**src/rtl/regfile_wb_ctrl.sv**
```systemverilog
// Write-back controller: arbitrates ALU/LSU results onto the regfile write port and tracks pending rd.
// Optional macro RF_WB_BYPASS_EN enables same-cycle forwarding of wr_data to scoreboard queries.
module regfile_wb_ctrl #(
  parameter int XLEN = 32,
  parameter int AW   = 5
) (
  input  logic            clk,
  input  logic            rst_n,
  input  logic            iss_valid,
  input  logic [AW-1:0]   iss_rd,
  input  logic            alu_valid,
  output logic            alu_ready,
  input  logic [AW-1:0]   alu_rd,
  input  logic [XLEN-1:0] alu_data,
  input  logic            lsu_valid,
  output logic            lsu_ready,
  input  logic [AW-1:0]   lsu_rd,
  input  logic [XLEN-1:0] lsu_data,
  output logic            wr_en,
  output logic [AW-1:0]   wr_addr,
  output logic [XLEN-1:0] wr_data,
  input  logic [AW-1:0]   chk_addr_1,
  output logic            chk_busy_1,
  input  logic [AW-1:0]   chk_addr_2,
  output logic            chk_busy_2,
  output logic            fwd_hit_1,
  output logic            fwd_hit_2
);

  localparam int NREG = 1 << AW;

  logic            wr_en_q, wr_en_d;
  logic [AW-1:0]   wr_addr_q, wr_addr_d;
  logic [XLEN-1:0] wr_data_q, wr_data_d;
  logic [NREG-1:0] sb_q, sb_d;
  logic            raw_busy_1, raw_busy_2;

  assign lsu_ready = 1'b1;
  assign alu_ready = ~lsu_valid;

  // Next-state: LSU wins the write port; scoreboard clears on write, set on issue (set wins).
  always_comb begin
    wr_en_d   = 1'b0;
    wr_addr_d = wr_addr_q;
    wr_data_d = wr_data_q;
    if (lsu_valid) begin
      wr_en_d   = (lsu_rd != {AW{1'b0}});
      wr_addr_d = lsu_rd;
      wr_data_d = lsu_data;
    end else if (alu_valid) begin
      wr_en_d   = (alu_rd != {AW{1'b0}});
      wr_addr_d = alu_rd;
      wr_data_d = alu_data;
    end else begin
      wr_en_d   = 1'b0;
    end

    sb_d = sb_q;
    if (wr_en_q) begin
      sb_d[wr_addr_q] = 1'b0;
    end else begin
      sb_d = sb_q;
    end
    if (iss_valid && (iss_rd != {AW{1'b0}})) begin
      sb_d[iss_rd] = 1'b1;
    end else begin
      sb_d[0] = 1'b0;
    end
    sb_d[0] = 1'b0;
  end

  always_ff @(posedge clk) begin
    if (!rst_n) begin
      wr_en_q   <= 1'b0;
      wr_addr_q <= {AW{1'b0}};
      wr_data_q <= {XLEN{1'b0}};
      sb_q      <= {NREG{1'b0}};
    end else begin
      wr_en_q   <= wr_en_d;
      wr_addr_q <= wr_addr_d;
      wr_data_q <= wr_data_d;
      sb_q      <= sb_d;
    end
  end

  assign wr_en   = wr_en_q;
  assign wr_addr = wr_addr_q;
  assign wr_data = wr_data_q;

  assign raw_busy_1 = (chk_addr_1 != {AW{1'b0}}) && sb_q[chk_addr_1];
  assign raw_busy_2 = (chk_addr_2 != {AW{1'b0}}) && sb_q[chk_addr_2];

`ifdef RF_WB_BYPASS_EN
  // A write in flight to the queried register satisfies the consumer through wr_data.
  assign fwd_hit_1  = wr_en_q && (wr_addr_q == chk_addr_1) && (chk_addr_1 != {AW{1'b0}});
  assign fwd_hit_2  = wr_en_q && (wr_addr_q == chk_addr_2) && (chk_addr_2 != {AW{1'b0}});
  assign chk_busy_1 = raw_busy_1 && !fwd_hit_1;
  assign chk_busy_2 = raw_busy_2 && !fwd_hit_2;
`else
  assign fwd_hit_1  = 1'b0;
  assign fwd_hit_2  = 1'b0;
  assign chk_busy_1 = raw_busy_1;
  assign chk_busy_2 = raw_busy_2;
`endif

endmodule
```
**config.mk**
```make
export PLATFORM = sky130hd
export DESIGN_NAME = regfile_wb_ctrl
export DESIGN_NICKNAME = d
export VERILOG_FILES = /design/src/rtl/regfile_wb_ctrl.sv
export SDC_FILE = /design/constraint.sdc
export NUM_CORES = 1
export LEC_CHECK = 0
export ABC_AREA = 0
export CAP_MARGIN = 20
export CELL_PAD_IN_SITES_DETAIL_PLACEMENT = 1
export CELL_PAD_IN_SITES_GLOBAL_PLACEMENT = 2
export CORE_MARGIN = 2
export CORE_UTILIZATION = 26
export DETAILED_ROUTE_END_ITERATION = 8
export PLACE_DENSITY = 0.79
export SLEW_MARGIN = 30
export SYNTH_ARGS = -nofsm -noshare
export SYNTH_HDL_FRONTEND = slang
export SYNTH_SLANG_ARGS = --single-unit
```
**constraint.sdc**
```tcl
create_clock -name clk -period 2.8 [get_ports clk]
set_input_delay 0.56 -clock clk [delete_from_list [all_inputs] [get_ports clk]]
set_output_delay 0.56 -clock clk [all_outputs]
set_load 0.1 [all_outputs]
```
==> results.ini <==
[logic_synthesis]
syn_area_um2=3700
postSynthAreaPerCell_um2=9.52
synth_top_area_share_pct=37.3
synth_mux_area_share_pct=20.8
ys.flop_type=dfxtp_1
synth_top_family_by_area=compound AO/OA/AOI/OAI gates
synth-xor-area-share_pct=0
synth_seq_cells=69
synth_simple_gate_area_share_pct=14.4
synth.most_common_cell=nand2_1
synthArstFlopShare_pct=0
synth.area.top_cells=dfxtp_1, mux2i_1, o211a_1, nand2_1, a21boi_0
synth.top_cells.by_count=nand2_1, dfxtp_1, mux2i_1
synth-seq-area-share_pct=37.3
yosys.area.top_type=dfxtp_1
synth_compound_area_share_pct=22.6
synth_fa_ha_area_share_pct=0
synth.distinct_cells=39
syn_inst=389
synth_edf_count=0
yosys_warnings=0

[sta]
rsz0062_at_grt=false
clock.fmax_ghz=0.369
period_needed_ps=2710
clock_skew_ps=4.22
setup_ws_ps=88.0
tightest_slew_ps=647
relSlewSlack_pct=56.7
hold_viol_final=0
drv_slew=0
finalSetupViolCount=0
hold_slack_ps=509
period_share_pct=96.9
tns_ps=0

[layout]
drive_above_1_share_pct=20.2
fillers=1616
syn_to_final_growth_pct=49.1
multi_input_area_um2=2170
seqCellArea_um2=1380
diodes=0
num-nets-final=615
final_core_util_pct=39.8

[clock_network]
cts.clk_slew.worst_paths_ps=50
cts_made_buffers=9
cts.path.max_buffers=2
cts_hold_buf=0
numClockSinks=69
htreeDepth=3
tritoncts=built
clk_latency_ps=330
cts_root_buffer=clkbuf_16

[setup_path]
cp_top_family=compound AO/OA/AOI/OAI gates
startpoint_type=input port
worst-path-buf-inv=2
required_ps=2240
crit_cells=6
r2r-end=sb_q[19]
path_cells=dlygate4sd2_1 -> mux2_2 -> a311oi_2 -> a2111oi_2 -> a311o_2 -> buf_12
crit_fanout=2
arrival_ps=2150
slowest_delay_ps=400
r2r_cells=3
rr_startpoint=wr_addr[4]
end_kind=output pin
slowest_stage=a311o_2
reg2reg_slack_ps=1380
critical_path_class=in -> out

[global_routing]
grt_pass1_wl_um=19500
grt_pass1_vias=3745
antenna_found_initial=0
grt_overflow=0
grt_max_degree=77
gr-usage-all-layers_pct=16.7

[detailed_routing]
drtIter0Drc=93
detail_route.wl_per_cell_um=17.6
ant_nets=0
vias=3464
wl_um=12400
drc=0
firstDrtPassIters=4
viasPerCell=4.91

[placed_design]
dpl_worst_slack_ps=-381
hpwl_um=9250
io_buffers=134
globalplace.congestion=0.817

[power_and_ir_drop]
p_leak_nw=2.44
power.density_nw_per_um2=538
ir_drop_mv=0.283

[floorplan]
dieWidth_um=123
ioPinCount=138
dieArea_um2=15200
rows=43
die_h_um=123
core_um2=13900
start_util_pct=26.7

[worst_hold_path]
hold_end=sb_q[31]
min_path_cells=2
worstHoldPathType=reg -> reg
holdCritStartpoint=sb_q[31]

[flow_run]
drv_cap=0

[run_status]
status=complete, no violations

==> worst reg2reg max path, stage by stage, from the launching register on <==
cell      delay, ps
dfxtp_1         550
or3b_1          450
o21ai_0         190
a21boi_0        120
==> cells in the final DEF, fill, tap and decap left out, types with 2 or more instances in the layout <==
cell type and n:
a21boi_0 31, dfxtp_1 69, o21ai_0 32, o211a_1 37, mux4_2 14, and3_1 2, nand2_1 79, or3b_1 2
clkbuf_8 3, dlygate4sd2_1 6, clkbuf_16 9, a2111oi_2 2, conb_1 3, nor3b_1 6, clkdlybuf4s50_1 83, or4_1 2
nand3_1 2, clkbuf_1 2, nor2_1 8, buf_6 4, buf_12 6, mux2_2 2, and3b_1 2, nand3b_1 5
buf_2 2, buf_4 52, mux2i_1 39, clkbuf_2 2
==> layer usage <==
layer	global-route usage, %	up-vias	part of all wire (%)
met5	0	-	0
met4	6.11	0	1.6
met3	6.00	16	8.9
met2	28.3	112	47
met1	19.4	1655	42
li1	-	1681	-
==> worst max-delay path by stage <==
stage | start | to | slack (ps)
6_report | chk_addr_1[2] | chk_busy_1 | 90
5_1_grt | chk_addr_1[2] | chk_busy_1 | 30
4_1_cts | chk_addr_1[0] | chk_busy_1 | 5
3_5_place_dp | chk_addr_1[0] | chk_busy_1 | -380
3_3_place_gp | chk_addr_1[0] | chk_busy_1 | -360
2_1_floorplan | chk_addr_2[2] | chk_busy_2 | 50
==> stage by stage <==
step / area, um^2 / cells / power [mW]
final: 5520 / 705 / 2.97
after global routing: 5520 / 705 / 3.09
after CTS: 5510 / 704 / 3.00
after detailed placement: 5200 / 686 / 1.90
after global placement: 5200 / 686 / 1.89
after floorplan: 3710 / 390 / 1.62
==> layout make-up <==
cell class | count | area share, %
Multi-Input combinational cell | 284 | 39.3
Timing Repair Buffer | 155 | 26.4
Sequential cell | 69 | 25.0
Clock buffer | 14 | 4.96
Tap cell | 180 | 4.08
Inverter | 2 | 0.136
Clock inverter | 1 | 0.0906
==> cells by family (layout without fill, tap and decap cells) <==
| logic type | after synthesis | count (layout) |
|---|---|---|
| muxes | 57 | 57 |
| DFF | 69 | 69 |
| other | 2 | 3 |
| buffers and inverters | 37 | 172 |
| and+or+nand+nor | 115 | 115 |
| AOI/OAI and AO/OA | 109 | 109 |
==> timing repair <==
action / in CTS / in global routing
setup buffers: 3 / 2
endpoints found under the setup margin: 2 / 2
resized for setup: 22 / 9
pin swaps: 5 / 8
==> power by group <==
group | leakage [nW] | internal [mW] | switching (mW) | total [mW]
sequential | 0.567 | 1.03 | 0.0397 | 1.07
combinational | 1.74 | 0.296 | 0.520 | 0.816
clock | 0.139 | 0.667 | 0.420 | 1.09
total | 2.44 | 1.99 | 0.979 | 2.97
==> state kept, by name, summed over array words and instances, names as in the netlist <==
signal   cells
sb_q        31
wr_addr      5
wr_data     32
wr_en        1
Power figures use the tool's default switching activity.
